`config.mk`:
```
export PLATFORM = sky130hd
export DESIGN_NAME = iterative_alu
export DESIGN_NICKNAME = d
export VERILOG_FILES = /design/src/rtl/iterative_alu.sv
export SDC_FILE = /design/constraint.sdc
export NUM_CORES = 2
export LEC_CHECK = 0
export BUFFER_PORTS_ARGS = -buffer_cell sky130_fd_sc_hd__buf_4
export CELL_PAD_IN_SITES_DETAIL_PLACEMENT = 2
export CELL_PAD_IN_SITES_GLOBAL_PLACEMENT = 2
export CORE_AREA = 5 5 325 327
export DETAILED_ROUTE_END_ITERATION = 10
export DIE_AREA = 0 0 330 332
export GPL_TIMING_DRIVEN = 0
export PLACE_DENSITY_LB_ADDON = 0.25
export SLEW_MARGIN = 20
export SYNTH_ARGS = -nofsm -noshare
export SYNTH_HDL_FRONTEND = slang
export SYNTH_SLANG_ARGS = --single-unit
```
`constraint.sdc`:
```
create_clock -name clk -period 36.3 [get_ports clk]
set_input_delay 1.815 -clock clk [delete_from_list [all_inputs] [get_ports clk]]
set_output_delay 1.815 -clock clk [all_outputs]
set_load 0.02 [all_outputs]
```
`src/rtl/iterative_alu.sv`:
```
// iterative_alu: multi-cycle ALU for the MIPS execute stage.
//   Single-cycle ops (ADD/SUB/AND/OR/XOR/NOR/SLT/SLTU) go through one register stage.
//   MULT/MULTU use a radix-2^MUL_STEP shift-add on operand magnitudes.
//   DIV/DIVU use restoring division on magnitudes, one quotient bit per cycle.
//   A FIX state applies the sign correction and writes the HI/LO result.
// Ports:
//   clk, reset            clock; asynchronous active-high reset
//   in_valid/in_ready     request handshake; in_ready = (state == IDLE)
//   op, a, b              op code and operands, latched when a request is accepted
//   flush                 synchronous abort of any in-flight op, including a pending single-cycle op
//   out_valid             one-cycle pulse when result_lo/result_hi/flags update
//   result_lo/result_hi   {hi,lo} = product, lo = quotient, hi = remainder, hi = 0 otherwise
//   div_zero, illegal     status of the last completed op
module iterative_alu #(
    parameter int WIDTH    = 32,
    parameter int MUL_STEP = 8
) (
    input  logic             clk,
    input  logic             reset,
    input  logic             in_valid,
    output logic             in_ready,
    input  logic [3:0]       op,
    input  logic [WIDTH-1:0] a,
    input  logic [WIDTH-1:0] b,
    input  logic             flush,
    output logic             out_valid,
    output logic [WIDTH-1:0] result_lo,
    output logic [WIDTH-1:0] result_hi,
    output logic             div_zero,
    output logic             illegal
);
    localparam int STEPS = WIDTH / MUL_STEP;
    localparam int CW    = $clog2(WIDTH + 1);

    typedef enum logic [1:0] {IDLE, MUL, DIV, FIX} state_t;
    state_t state, state_nx;

    logic [3:0]         op_q;
    logic [WIDTH-1:0]   a_q, b_q;
    logic               pend;        // a single-cycle op was accepted last edge
    logic [CW-1:0]      cnt;
    logic [2*WIDTH-1:0] prod, mcand; // mcand is |a| pre-shifted to the current digit
    logic [WIDTH-1:0]   mplier, rem, quo, dvsr;

    assign in_ready = (state == IDLE);

    logic accept, is_mul_in, is_div_in, sgn_in;
    logic [WIDTH-1:0] a_mag_in, b_mag_in;
    assign accept    = in_valid & in_ready & ~flush;
    assign is_mul_in = (op[3:1] == 3'b100);
    assign is_div_in = (op[3:1] == 3'b101);
    assign sgn_in    = ~op[0];       // MULT/DIV are signed, MULTU/DIVU unsigned
    assign a_mag_in  = (sgn_in & a[WIDTH-1]) ? -a : a;
    assign b_mag_in  = (sgn_in & b[WIDTH-1]) ? -b : b;

    // Multiply step: one MUL_STEP-bit digit of |b| times pre-shifted |a|.
    logic [2*WIDTH-1:0] partial;
    assign partial = mcand * {{(2*WIDTH-MUL_STEP){1'b0}}, mplier[MUL_STEP-1:0]};

    // Restoring divide step; diff sign bit is the "does not fit" flag.
    logic [WIDTH:0] shifted, diff;
    logic           take;
    assign shifted = {rem, quo[WIDTH-1]};
    assign diff    = shifted - {1'b0, dvsr};
    assign take    = ~diff[WIDTH];

    // Sign correction, computed from the latched operands.
    logic               sgn_q, p_neg, q_neg, r_neg;
    logic [2*WIDTH-1:0] prod_fix;
    logic [WIDTH-1:0]   quo_fix, rem_fix;
    assign sgn_q    = ~op_q[0];
    assign p_neg    = sgn_q & (a_q[WIDTH-1] ^ b_q[WIDTH-1]);
    assign q_neg    = p_neg;
    assign r_neg    = sgn_q & a_q[WIDTH-1];
    assign prod_fix = p_neg ? -prod : prod;
    assign quo_fix  = q_neg ? -quo : quo;
    assign rem_fix  = r_neg ? -rem : rem;

    // Single-cycle result from the latched request.
    logic [WIDTH-1:0] sc_lo;
    logic             sc_ill;
    always_comb begin
        sc_lo  = '0;
        sc_ill = 1'b0;
        case (op_q)
            4'b0000: sc_lo = a_q + b_q;
            4'b0001: sc_lo = a_q - b_q;
            4'b0010: sc_lo = a_q & b_q;
            4'b0011: sc_lo = a_q | b_q;
            4'b0100: sc_lo = a_q ^ b_q;
            4'b0101: sc_lo = {{(WIDTH-1){1'b0}}, ($signed(a_q) < $signed(b_q))};
            4'b0110: sc_lo = {{(WIDTH-1){1'b0}}, (a_q < b_q)};
            4'b0111: sc_lo = ~(a_q | b_q);
            default: sc_ill = 1'b1;
        endcase
    end

    always_comb begin
        state_nx = state;
        case (state)
            IDLE: if (accept) begin
                      if (is_mul_in)      state_nx = MUL;
                      else if (is_div_in) state_nx = DIV;
                  end
            MUL:  if (cnt == CW'(STEPS - 1)) state_nx = FIX;
            DIV:  if (cnt == CW'(WIDTH - 1)) state_nx = FIX;
            FIX:  state_nx = IDLE;
            default: state_nx = IDLE;
        endcase
        if (flush) state_nx = IDLE;
    end

    always_ff @(posedge clk or posedge reset) begin
        if (reset) state <= IDLE;
        else       state <= state_nx;
    end

    always_ff @(posedge clk or posedge reset) begin
        if (reset) begin
            op_q      <= '0;
            a_q       <= '0;
            b_q       <= '0;
            pend      <= 1'b0;
            cnt       <= '0;
            prod      <= '0;
            mcand     <= '0;
            mplier    <= '0;
            rem       <= '0;
            quo       <= '0;
            dvsr      <= '0;
            out_valid <= 1'b0;
            result_lo <= '0;
            result_hi <= '0;
            div_zero  <= 1'b0;
            illegal   <= 1'b0;
        end else begin
            out_valid <= 1'b0;
            // Retire the previous single-cycle op; this can coincide with a new accept.
            if (pend && !flush) begin
                result_lo <= sc_lo;
                result_hi <= '0;
                div_zero  <= 1'b0;
                illegal   <= sc_ill;
                out_valid <= 1'b1;
            end
            pend <= accept & ~is_mul_in & ~is_div_in;

            if (accept) begin
                op_q   <= op;
                a_q    <= a;
                b_q    <= b;
                cnt    <= '0;
                prod   <= '0;
                mcand  <= {{WIDTH{1'b0}}, a_mag_in};
                mplier <= b_mag_in;
                rem    <= '0;
                quo    <= a_mag_in;
                dvsr   <= b_mag_in;
            end

            case (state)
                MUL: begin
                    prod   <= prod + partial;
                    mcand  <= mcand << MUL_STEP;
                    mplier <= mplier >> MUL_STEP;
                    cnt    <= cnt + CW'(1);
                end
                DIV: begin
                    rem <= take ? diff[WIDTH-1:0] : shifted[WIDTH-1:0];
                    quo <= {quo[WIDTH-2:0], take};
                    cnt <= cnt + CW'(1);
                end
                FIX: if (!flush) begin
                    out_valid <= 1'b1;
                    illegal   <= 1'b0;
                    if (!op_q[1]) begin
                        {result_hi, result_lo} <= prod_fix;
                        div_zero <= 1'b0;
                    end else if (b_q == '0) begin
                        // Divide by zero still ran full latency; report a fixed pattern.
                        result_lo <= '1;
                        result_hi <= a_q;
                        div_zero  <= 1'b1;
                    end else begin
                        result_lo <= quo_fix;
                        result_hi <= rem_fix;
                        div_zero  <= 1'b0;
                    end
                end
                default: ;
            endcase
        end
    end
endmodule

```
== After elaboration in Yosys (flattened, before gate mapping) ==
Index checks and enable logic that the tools add are counted.
Operators by class
  multipliers: 1
  add/subtract/negate cells: 10
  order comparisons: 2
  muxes and demuxes: 48
  reduce and logical (&&, ||, !) cells: 11
  eq/ne operators: 18
  bitwise logic cells: 19
Operators by type and width (count)
  $mux 32: 21
  $mux 64: 5
  $pmux 32 s8: 1
  $neg 32->32: 4
  $add 64x64->64: 1
  $lt 32x32->1: 2
  $mul 64x8->64: 1
  $neg 64->64: 1
  $sub 33x32->33: 1
  $add 32x32->32: 1
  $and 32x32->32: 1
  $logic_not 32->1: 1
  $not 32->32: 1
  $or 32x32->32: 1
  $sub 32x32->32: 1
  $xor 32x32->32: 1
  $eq 4x3->1 const B: 4
  $mux 1: 12
  $mux 2: 6
  $mux 6: 2
  $and 1x1->1: 8
  $eq 4x2->1 const B: 2
  $pmux 2 s4: 1
  $reduce_or 8->1: 1
  19 further kinds: 29
Storage, ports and cells
  register bits after elaboration: 400
  input port bits: 72
  output and inout port bits: 68
  logic and storage cells: 126

== Longest topological paths before layout ==
  word-level depth: 7
  mapped depth: 22
  mapped depth without buffers: 20

== Least setup slack after synthesis ==
Ideal clock, no wire load.
  path kind: register -> register
  from: register mplier[1]
  to: register prod[45]
  data required time: 36179 ps
  slack: 30253 ps
  clock period less this slack: 6047 ps
  cell stages (with the launch flop): 22
  library setup time: 121 ps
  buffers on the path: 2
  data arrival time: 5926 ps
  path through: dfrtp_1 -> clkbuf_1 -> buf_1 -> nand2_1 -> fa_1 -> inv_1 -> fa_1 -> fa_1 -> inv_1 -> fa_1 -> inv_1 -> ha_1 -> o21a_1 -> o2111ai_1 -> a211oi_1 -> or4_1 -> o31a_1 -> or4b_1 -> a311oi_2 -> o21ai_1 -> xor2_1 -> a22o_1
Between the ends
  longest elaborated chain between the ends: 3
RTL lines
  start: declaration: RTL line 43  | logic [WIDTH-1:0] mplier, rem, quo, dvsr;
  start signal: assignment: RTL line 155  | mplier <= b_mag_in;
  start signal: assignment: RTL line 165  | mplier <= mplier >> MUL_STEP;
  $mul 64x8->64: RTL line 58  | assign partial = mcand * {{(2*WIDTH-MUL_STEP){1'b0}}, mplier[MUL_STEP-1:0]};
  $add 64x64->64: RTL line 163  | prod <= prod + partial;
  $mux 64: RTL line 161  | case (state)
  end signal: assignment: RTL line 163
  end: declaration: RTL line 42  | logic [2*WIDTH-1:0] prod, mcand;
No other way between the ends.
A chain may end at the register's enable or synchronous reset.

== Worst setup path in the final report ==
  from: register mplier[7]
  to: register prod[63]
Same word-level chain as after synthesis.

==> impl_metrics.json <==
{
  "grt_setup_unrepaired": "no",
  "seq_area_mm2": 0.00998,
  "avgSynthCellArea_um2": 8.27,
  "status": "complete, no violations",
  "routedWlPerCell_um": 32.5,
  "yosysMostFrequentCell": "inv_1",
  "grt.overflow.total": 0,
  "hold_viol": 0,
  "antenna_found_initial": 17,
  "synth_seq_cells": 399,
  "r2r_cells": 21,
  "cp-end-kind": "flip-flop",
  "wl_mm": 224,
  "grt_usage_pct": 39.9,
  "htreeDepth": 2,
  "die_area_mm2": 0.110,
  "post_cts.repair.setup_buffers": 0,
  "clock_skew_ns": 0.0302,
  "fmax_mhz": 117,
  "area_growth_pct": 10.4,
  "grt_pass1_vias": 48500,
  "fillCellCount": 11500,
  "relSlewSlack_pct": 12.9,
  "multi_input_comb_area_mm2": 0.0298,
  "postCtsResizedCells": 0,
  "port_buffers": 139,
  "synth_area_mm2": 0.0436,
  "synth_cell_types": 79,
  "nNetsFinal": 6161,
  "drive_gt1_share_pct": 5.03,
  "first_pass_iters": 5,
  "cp_data_arrival_time_ns": 9.05,
  "slew_viol_final": 0,
  "fin_tns_setup_ns": 0,
  "fp-row-count": 118,
  "cts_tree": "built",
  "routed.top_layer": "met5",
  "synthFlopType": "dfrtp_1",
  "clock_latency_ns": 0.66,
  "fin_crit_ns": 8.53,
  "drt_first_iter_violations": 4435,
  "start_kind": "flip-flop",
  "async_reset_ff_share_pct": 100,
  "path_class": "reg -> reg",
  "ant_nets": 0,
  "gp_congestion": 0.969,
  "die_y_um": 332,
  "worstPathMaxFanout": 10,
  "worst_pin_slew_ns": 1.30,
  "cts_num_sinks": 399,
  "dr_wl_met2_mm": 102,
  "io_pins": 140,
  "vias_per_cell": 6.33,
  "drc": 0,
  "period_share_pct": 23.5,
  "grt_first_pass_wirelength_mm": 327,
  "die_w_um": 330,
  "worstHoldPathCells": 2,
  "ys_warn_count": 0,
  "synth.area.top_cells": "dfrtp_1 (23%), fa_1 (19%), ha_1 (6.1%)",
  "ys_top_cells_by_count": "inv_1 (669), nand2_1 (664), fa_1 (413)",
  "holdBufCountCts": 0,
  "setup_violations": 0,
  "met1_length_mm": 88.4,
  "dp_hpwl_mm": 176,
  "critical_path_required_ns": 36.83,
  "maxCapViolCount": 0,
  "cts_root_buffer": "clkbuf_16",
  "synth_top_area_share_pct": 22.9,
  "hp-class": "reg -> reg",
  "clock_path_buffers": 3,
  "yosysSeqAreaShare_pct": 22.9,
  "routed-wl-met3_mm": 20.2,
  "start_util_pct": 42.5,
  "design.core.area_mm2": 0.103,
  "yosysTopAreaCell": "dfrtp_1",
  "grt_max_degree": 97,
  "vias": 43600,
  "synth_cells": 5270,
  "path_clk_slew_ns": 0.07,
  "syn_nets": 5966,
  "cts_inserted_buffers": 49,
  "synth-edff-count": 0
}
==> final cells by class <==
cell class	instances	area share (%)
Tap cell	1380	3.59
Clock inverter	25	0.525
Clock buffer	63	2.80
Timing Repair Buffer	144	2.42
Inverter	669	5.23
Antenna cell	9	0.0468
Multi-Input combinational cell	3861	61.9
Buffer	341	2.69
Sequential cell	399	20.8
==> registers in the layout, summed over array words and instances, names as in the netlist, named ones only <==
register and count:
illegal 1, cnt 6, rem 32, dvsr 31, op_q 4, mplier 32
b_q 32, div_zero 1, result_hi 32, mcand 64, out_valid 1, a_q 32
quo 32, state 2, result_lo 3, prod 64, pend 1
==> layout by cell type, fill, tap and decap left out, drive strengths merged, types with 74 or more instances in the layout <==
master,synthesis,routed
o31ai,104,104
inv,669,674
clkbuf,304,367
nor3,74,74
xnor2,186,186
xor2,98,98
ha,211,211
a21oi,251,251
nand2,665,665
fa,413,413
o21ai,387,387
dfrtp,399,399
nor2,300,300
buf,37,181
and2,348,348
==> per-layer routing <==
| layer | GRT usage, % | up-vias |
|---|---|---|
| met5 | 0 | - |
| met4 | 20.1 | 6 |
| met3 | 9.03 | 596 |
| met2 | 63.6 | 2257 |
| met1 | 51.1 | 22900 |
| li1 | - | 17800 |
==> critical path, stage by stage (launching register included) <==
cell and delay [ns]:
dfrtp_1 0.48, clkbuf_2 0.59, clkbuf_1 1.02, and2_1 0.30
fa_1 0.43, fa_1 0.53, fa_1 0.55, inv_1 0.06
fa_1 0.53, inv_1 0.07, ha_1 0.29, clkbuf_1 0.21
a21oi_1 0.30, o21ai_0 0.23, a41o_1 0.33, a22oi_1 0.40
nand2_1 0.28, a21o_1 0.32, a41oi_1 0.53, o21ai_0 0.47
xnor2_1 0.25, a22o_1 0.24
==> per-stage QoR <==
step	cells	hold WS (ns)	util [%]	setup slack (ns)	area [µm²]
after floorplan	5270	0.443	-	23.39	43600
after global placement	6789	0.458	45.2	17.81	46300
after detailed placement	6793	0.472	45.3	27.96	46500
after CTS	6881	0.487	46.9	28.01	48100
after global routing	6884	0.525	46.9	27.85	48100
final	6891	0.490	46.9	27.77	48100
==> worst paths after layout <==
kind / startpoint / to / slack [ns]
max: mplier[7]$_DFFE_PP0P_ / prod[63]$_DFFE_PP0P_ / 27.77
min: mplier[20]$_DFFE_PP0P_ / mplier[12]$_DFFE_PP0P_ / 0.49
max reg2reg: mplier[7]$_DFFE_PP0P_ / prod[63]$_DFFE_PP0P_ / 27.77
min reg2reg: mplier[20]$_DFFE_PP0P_ / mplier[12]$_DFFE_PP0P_ / 0.49
max in group asynchronous: reset / result_hi[5]$_DFF_PP0_ / 33.77
min in group asynchronous: reset / b_q[16]$_DFFE_PP0P_ / 1.18
==> cells by family (layout without fill, tap and decap cells) <==
logic type | count (synthesis) | after routing | share of synthesized area, %
compound gates | 1248 | 1248 | 18.4
xor+xnor | 284 | 284 | 5.71
fa+ha+maj | 624 | 624 | 25.0
buf+inv | 1010 | 1242 | 8.73
flops | 399 | 399 | 22.9
mux | 33 | 33 | 0.758
other cells | 0 | 9 | 0
simple gates | 1672 | 1672 | 18.4
Power is left out: the tool's default activity adds up to more than one toggle a clock period on the data nets, which glitch-free logic cannot reach.
